`src/rtl/div_unit.sv`:
```
// Iterative 32-bit signed/unsigned divider: restoring division, one quotient bit per cycle.
// Optional macro DIV_ZERO_FAST_EN: a zero divisor skips CALC and completes one cycle after acceptance.
module div_unit (
   input  logic        clk,
   input  logic        resetn,
   input  logic        div_valid,
   input  logic        div_signed,
   input  logic [31:0] div_src1,
   input  logic [31:0] div_src2,
   input  logic        div_cancel,
   output logic        div_ready,
   output logic        out_valid,
   input  logic        out_ready,
   output logic [31:0] div_quotient,
   output logic [31:0] div_remainder
);

   localparam logic [1:0] IDLE = 2'd0;
   localparam logic [1:0] CALC = 2'd1;
   localparam logic [1:0] DONE = 2'd2;

   logic [1:0]  state_q, state_d;
   logic [5:0]  cnt_q, cnt_d;
   logic [31:0] dvd_q, dvd_d;
   logic [31:0] rem_q, rem_d;
   logic [31:0] dsr_q, dsr_d;
   logic [31:0] quot_q, quot_d;
   logic [31:0] remo_q, remo_d;
   logic        q_neg_q, q_neg_d;
   logic        r_neg_q, r_neg_d;

   logic        accept;
   logic        fits;
   logic [32:0] trial;
   logic [32:0] diff;
   logic [31:0] q_next;
   logic [31:0] r_next;
   logic [31:0] src1_mag;
   logic [31:0] src2_mag;

   assign div_ready     = (state_q == IDLE);
   assign out_valid     = (state_q == DONE);
   assign div_quotient  = quot_q;
   assign div_remainder = remo_q;

   always_comb begin
      accept   = div_valid & (state_q == IDLE) & ~div_cancel;
      src1_mag = (div_signed & div_src1[31]) ? -div_src1 : div_src1;
      src2_mag = (div_signed & div_src2[31]) ? -div_src2 : div_src2;

      // The dividend register doubles as the quotient shift register.
      trial  = {rem_q, dvd_q[31]};
      diff   = trial - {1'b0, dsr_q};
      fits   = (trial >= {1'b0, dsr_q});
      r_next = fits ? diff[31:0] : trial[31:0];
      q_next = {dvd_q[30:0], fits};

      state_d = state_q;
      cnt_d   = cnt_q;
      dvd_d   = dvd_q;
      rem_d   = rem_q;
      dsr_d   = dsr_q;
      quot_d  = quot_q;
      remo_d  = remo_q;
      q_neg_d = q_neg_q;
      r_neg_d = r_neg_q;

      case (state_q)
         IDLE: begin
            if (accept) begin
               dvd_d   = src1_mag;
               dsr_d   = src2_mag;
               rem_d   = 32'd0;
               cnt_d   = 6'd0;
               // A zero divisor must yield all-ones, so its quotient is never negated.
               q_neg_d = div_signed & (div_src1[31] ^ div_src2[31]) & (|div_src2);
               r_neg_d = div_signed & div_src1[31];
               state_d = CALC;
`ifdef DIV_ZERO_FAST_EN
               if (div_src2 == 32'd0) begin
                  state_d = DONE;
                  quot_d  = 32'hFFFF_FFFF;
                  remo_d  = div_src1;
               end
`endif
            end
         end
         CALC: begin
            dvd_d = q_next;
            rem_d = r_next;
            cnt_d = cnt_q + 6'd1;
            if (cnt_q == 6'd31) begin
               cnt_d   = 6'd0;
               quot_d  = q_neg_q ? -q_next : q_next;
               remo_d  = r_neg_q ? -r_next : r_next;
               state_d = DONE;
            end
         end
         DONE: begin
            if (out_ready) begin
               state_d = IDLE;
            end
         end
         default: begin
            state_d = IDLE;
         end
      endcase

      if (div_cancel) begin
         state_d = IDLE;
         cnt_d   = 6'd0;
      end
   end

   always_ff @(posedge clk) begin
      if (!resetn) begin
         state_q <= IDLE;
         cnt_q   <= 6'd0;
         dvd_q   <= 32'd0;
         rem_q   <= 32'd0;
         dsr_q   <= 32'd0;
         quot_q  <= 32'd0;
         remo_q  <= 32'd0;
         q_neg_q <= 1'b0;
         r_neg_q <= 1'b0;
      end else begin
         state_q <= state_d;
         cnt_q   <= cnt_d;
         dvd_q   <= dvd_d;
         rem_q   <= rem_d;
         dsr_q   <= dsr_d;
         quot_q  <= quot_d;
         remo_q  <= remo_d;
         q_neg_q <= q_neg_d;
         r_neg_q <= r_neg_d;
      end
   end

endmodule

```
`config.mk`:
```
export PLATFORM = sky130hd
export DESIGN_NAME = div_unit
export DESIGN_NICKNAME = d
export VERILOG_FILES = /design/src/rtl/div_unit.sv
export SDC_FILE = /design/constraint.sdc
export NUM_CORES = 1
export LEC_CHECK = 0
export CORE_ASPECT_RATIO = 0.75
export CORE_MARGIN = 5
export CORE_UTILIZATION = 55
export DETAILED_ROUTE_END_ITERATION = 10
export HOLD_SLACK_MARGIN = 0.15
export PLACE_DENSITY = 0.86
export SETUP_SLACK_MARGIN = 0.1
export SLEW_MARGIN = 25
export SYNTH_ARGS = -nofsm -noshare
export SYNTH_HDL_FRONTEND = slang
export SYNTH_SLANG_ARGS = --single-unit
```
`constraint.sdc`:
```
create_clock -name clk -period 6.1 [get_ports clk]
set_clock_uncertainty 0.05 [all_clocks]
set_input_delay 0.915 -clock clk [delete_from_list [all_inputs] [get_ports clk]]
set_output_delay 0.915 -clock clk [all_outputs]
set_load 0.05 [all_outputs]
```
### Word-level counts from Yosys, hierarchy flattened

Index checks and enable logic that the tools add are counted.

| storage, ports and cells | value |
|---|---|
| register bits after elaboration | 170 |
| input bits | 70 |
| output and inout bits | 66 |

| operators by class | value |
|---|---|
| add/sub/neg operators | 6 |
| order comparisons | 1 |
| equal/unequal tests | 6 |
| muxes and demuxes | 16 |
| bitwise logic cells | 9 |
| reductions and logical operators | 8 |

Operators by type and width:

| cell | number |
|---|---|
| 32-bit two-way mux | 7 |
| 32-bit negation | 4 |
| 32-bit case mux with 2 select lines | 2 |
| 33-bit by 32-bit greater-or-equal comparator with 1-bit output | 1 |
| 32-bit OR reduction | 1 |
| 32-bit subtractor | 1 |
| 6-bit two-way mux | 2 |
| 6-bit case mux with 2 select lines | 1 |
| 6-bit by 1-bit adder with 6-bit output (second input constant) | 1 |
| 1-bit AND | 6 |
| 6-bit by 5-bit == test with 1-bit output (second input constant) | 1 |
| 2-bit two-way mux | 3 |
| 2-bit case mux with 3 select lines | 1 |
| 2-bit AND reduction | 3 |
| 2-bit by 1-bit inequality test with 1-bit output (second input constant) | 2 |
| 3-bit AND reduction | 1 |
| 2-bit by 1-bit == test with 1-bit output (second input constant) | 1 |
| 2-bit == test (second input constant) | 1 |
| 2-bit zero test | 1 |
| 2-bit inequality test (second input constant) | 1 |
| 1-bit NOT | 2 |
| 2-bit nonzero test | 1 |
| 2-bit OR reduction | 1 |
| 1-bit XOR | 1 |

### Logic depth before layout (Yosys ltp)

| logic depth | value |
|---|---|
| depth after elaboration | 5 |
| gate-level depth with buffers | 23 |

### Worst setup path after synthesis

OpenSTA, ideal clock, no wires.

| timing | value |
|---|---|
| path type | flip-flop to flip-flop |
| start point | register dsr_q[10] |
| end point | register remo_q[28] (netlist: div_remainder[28]) |
| library setup time | 118 ps |
| data arrival time | 5,353 ps |
| setup slack | 579 ps |
| stages on the path, launching flop included | 21 |
| path buffers | 5 |
| cells stage by stage | dfxtp_1 -> inv_1 -> ha_1 -> buf_2 -> nand3_2 -> or3_1 -> o41ai_1 -> or3_1 -> buf_6 -> clkbuf_1 -> clkbuf_1 -> clkbuf_1 -> mux2i_1 -> ha_1 -> inv_1 -> or4b_4 -> a2111o_1 -> or3_4 -> o41ai_2 -> xnor2_1 -> o21ai_1 |

| on the way | value |
|---|---|
| longest elaborated chain between the ends | 4 |

Ends and longest elaborated chain:

| item | RTL line | source |
|---|---|---|
| start, declared | 26 | `logic [31:0] dsr_q, dsr_d;` |
| start signal, assigned | 131 | `dsr_q <= dsr_d;` |
| 32-bit subtractor / 33-bit by 32-bit greater-or-equal comparator with 1-bit output (equally long branches) | 53, 54 |  |
| 32-bit two-way mux (*) | 55 | `r_next = fits ? diff[31:0] : trial[31:0];` |
| 32-bit negation | 95 | `remo_d = r_neg_q ? -r_next : r_next;` |
| 32-bit two-way mux (*) | 95 |  |
| end signal, assigned | 133 | `remo_q <= remo_d;` |
| end, declared | 28 | `logic [31:0] remo_q, remo_d;` |

Every way passes the cells marked *; elsewhere a longest branch is shown, timed or not.
A chain may end at the register's enable or synchronous reset.

### Worst setup path in the final report

| timing | value |
|---|---|
| start point | register rem_q[11] |
| end point | register remo_q[28] (netlist: div_remainder[28]) |

| on the way | value |
|---|---|
| longest elaborated chain between the ends | 4 |

Ends and longest elaborated chain:

| item | RTL line | source |
|---|---|---|
| start, declared | 25 | `logic [31:0] rem_q, rem_d;` |
| start signal, assigned | 130 | `rem_q <= rem_d;` |
| 32-bit subtractor / 33-bit by 32-bit greater-or-equal comparator with 1-bit output (equally long branches) | 53, 54 |  |
| 32-bit two-way mux (*) | 55 |  |
| 32-bit negation | 95 |  |
| 32-bit two-way mux (*) | 95 |  |

Marked as above.

==> results.sh <==
export IMPL_outcome="complete, no violations"
export IMPL_syn_nets=1622
export IMPL_use_met2_pct=40.24
export IMPL_synth_edff_count=0
export IMPL_fin_crit_sh_pct=86.37
export IMPL_yosysSeqAreaShare_pct=30.02
export IMPL_netlist_top_cells_count="nor2_1 (180), dfxtp_1 (170), nand2_1 (165), a21oi_1 (148), o21ai_0 (82)"
export IMPL_seqPwrFrac_pct=40.3
export IMPL_maxSlewHeadroom_pct=31.81
export IMPL_stdcell_count=1853
export IMPL_drcViolationCount=0
export IMPL_yosysTopAreaCell="dfxtp_1"
export IMPL_post_route_util_pct=65.72
export IMPL_viasPerCell=6.281
export IMPL_die_y_um=134.3
export IMPL_drt_iter0_drc=1297
export IMPL_syn_area_mm2=0.01134
export IMPL_setup_viol=0
export IMPL_final_cell_area_mm2=0.01332
export IMPL_synthTopCellsByArea="dfxtp_1 (30%), a21oi_1 (6.5%), nor2_1 (6.0%)"
export IMPL_regToRegSetupSlack_ns=0.83
export IMPL_start_util_pct=55.93
export IMPL_netlist_cell_type_count=75
export IMPL_gp_congestion=0.9675
export IMPL_dr_pass1_iters=6
export IMPL_grt_use_met1_pct=44.10
export IMPL_dp_cells=1821
export IMPL_synthFlopType="dfxtp_1"
export IMPL_switching_share_pct=31.80
export IMPL_peakVddDrop_mv=0.1905
export IMPL_ant_nets=0
export IMPL_dieArea_mm2=0.02361
export IMPL_area_growth_synth_to_final_pct=17.50
export IMPL_clk_pin_slew_ns=0.07
export IMPL_hp_class="reg2reg"
export IMPL_p_clk_share_pct=37.3
export IMPL_clk_latency_ns=0.43
export IMPL_whs_ns=0.4000
export IMPL_grt_antenna_before_repair=0
export IMPL_cts_setup_buffers=0
export IMPL_vias=11638
export IMPL_dp_slack_ns=0.9721
export IMPL_core_mm2=0.02027
export IMPL_critical_path_max_fanout=16
export IMPL_power_density_mw_per_mm2=217.9
export IMPL_final_max_slew_viol_count=0
export IMPL_p_int_mw=1.980
export IMPL_synth_top_area_share_pct=30.02
export IMPL_tns_ns=0
export IMPL_busiest_layer="met1"
export IMPL_io_pins=136
export IMPL_antenna_cells=0
export IMPL_track_usage_pct=28.41
export IMPL_ys_warn_count=0
export IMPL_postPlaceCellArea_mm2=0.01273
export IMPL_cp_end_kind="register"
export IMPL_grt_pass1_vias=10403
export IMPL_fillers=1748
export IMPL_synth_seq_cells=170
export IMPL_syn_area_per_cell_um2=7.488
export IMPL_finalWirelength_um=34570
export IMPL_cts_path_max_buffers=2
export IMPL_period_needed_ns=5.269
export IMPL_grt_overflow=0
export IMPL_clock_tree_root_cell="clkbuf_16"
export IMPL_rows=45
export IMPL_setup_ws_ns=0.8313
export IMPL_final_nets=1690
export IMPL_rsz0062_at_grt="no"
export IMPL_drive_gt1_share_pct=4.702
export IMPL_leakagePower_nw=4.841
export IMPL_synth_most_common_cell="nor2_1"
export IMPL_p_comb_share_pct=22.3
export IMPL_total_power_mw=2.903
export IMPL_startpoint_type="register"
export IMPL_arrival_ns=5.53
export IMPL_htree_levels=4
export IMPL_cap_viol_max_count=0
export IMPL_hpwl_um=25850
export IMPL_hold_buffers=0
export IMPL_grt_pass1_wl_um=54940
export IMPL_ctsResizeCount=0
export IMPL_synth_async_reset_ratio_pct=0
export IMPL_cts_inserted_buffers=17
export IMPL_synthCells=1514
export IMPL_grt_util_met3_pct=6.171
export IMPL_crit_required_ns=6.36
export IMPL_hold_viol_final=0
export IMPL_tightest_slew_ns=1.020
export IMPL_timing_fmax_mhz=189.8
export IMPL_switchingPower_mw=0.9229
export IMPL_grt_max_degree=95
export IMPL_io_buffers=135
export IMPL_die_w_um=175.8
export IMPL_routedWlPerCell_um=18.66
export IMPL_path_class="reg2reg"
export IMPL_cts_sinks=170
export IMPL_cts_tree="done"
## cell type report
cell class | count | area [µm²] | area share, %
Multi-Input combinational cell | 1192 | 7361 | 55.26
Sequential cell | 170 | 3406 | 25.57
Timing Repair Buffer | 147 | 1441 | 10.82
Clock buffer | 20 | 456.7 | 3.428
Tap cell | 258 | 322.8 | 2.423
Inverter | 54 | 205.2 | 1.540
Clock inverter | 12 | 128.9 | 0.9674
## cell usage in the layout (no fill, tap or decap), types with 12 or more instances in the layout
cell type,instances
clkbuf_16,17
nor4_1,15
a21oi_1,148
o21ai_0,82
inv_1,52
ha_1,37
a31oi_1,34
and3_1,16
clkdlybuf4s50_1,135
nor2_1,179
dfxtp_1,168
a22oi_1,33
nor3_1,24
buf_4,12
o31ai_1,20
nand2_1,165
mux2i_1,26
or3_1,36
a211oi_1,58
xor2_1,73
nand3_1,33
xnor2_1,55
## routing by layer
| layer | wire (µm) | part of all wire (%) | vias to the layer above |
|---|---|---|---|
| met4 | 410 | 1.2 | 0 |
| met2 | 13800 | 40 | 610 |
| met1 | 16460 | 48 | 5391 |
| li1 | - | - | 5595 |
| met3 | 3894 | 11 | 42 |
| met5 | 0 | 0 | - |
## power groups by stage
stage / combinational [mW] / sequential [mW] / clock (mW)
floorplan: 0.440 / 1.18 / 0
global placement: 0.622 / 1.19 / 0
detailed placement: 0.627 / 1.20 / 0
CTS: 0.631 / 1.17 / 1.10
global route: 0.701 / 1.18 / 1.14
finish: 0.648 / 1.17 / 1.08
## state kept, by name, indices dropped and copies added, names as in the netlist
register	count
q_neg_q	1
div_remainder	32
dvd_q	32
dsr_q	32
cnt_q	6
rem_q	32
r_neg_q	1
state_q	2
div_quotient	32
## final timing paths
path                                                      from                              to  depth (start not counted)
worst max-delay path                    rem_q[11]$_SDFFE_PN0P_  div_remainder[28]$_SDFFE_PN0P_                         15
worst max register to register          rem_q[11]$_SDFFE_PN0P_  div_remainder[28]$_SDFFE_PN0P_                         15
worst min register to register  div_remainder[13]$_SDFFE_PN0P_  div_remainder[13]$_SDFFE_PN0P_                          2
worst min-delay path            div_remainder[13]$_SDFFE_PN0P_  div_remainder[13]$_SDFFE_PN0P_                          2
## cell families after synthesis
kind of cell | synth area share (%)
simple gates | 21.32
xor+xnor | 9.888
flops | 30.02
buf+inv | 5.242
mux | 2.991
compound gates | 26.28
fa+ha+maj | 4.260
## worst max-delay path, cell delays in order, from the launching register on
cell      delay (ns)
dfxtp_1         0.34
ha_1            0.42
a21oi_1         0.32
o21ai_0         0.18
a22oi_1         0.32
a21oi_1         0.11
or3_2           0.64
mux2i_1         0.33
ha_1            0.24
inv_1           0.09
or4b_4          0.55
a2111o_1        0.55
or3_4           0.44
o41ai_2         0.31
xnor2_1         0.16
o21ai_1         0.08
Note: power is estimated with default switching activity, not from simulation.
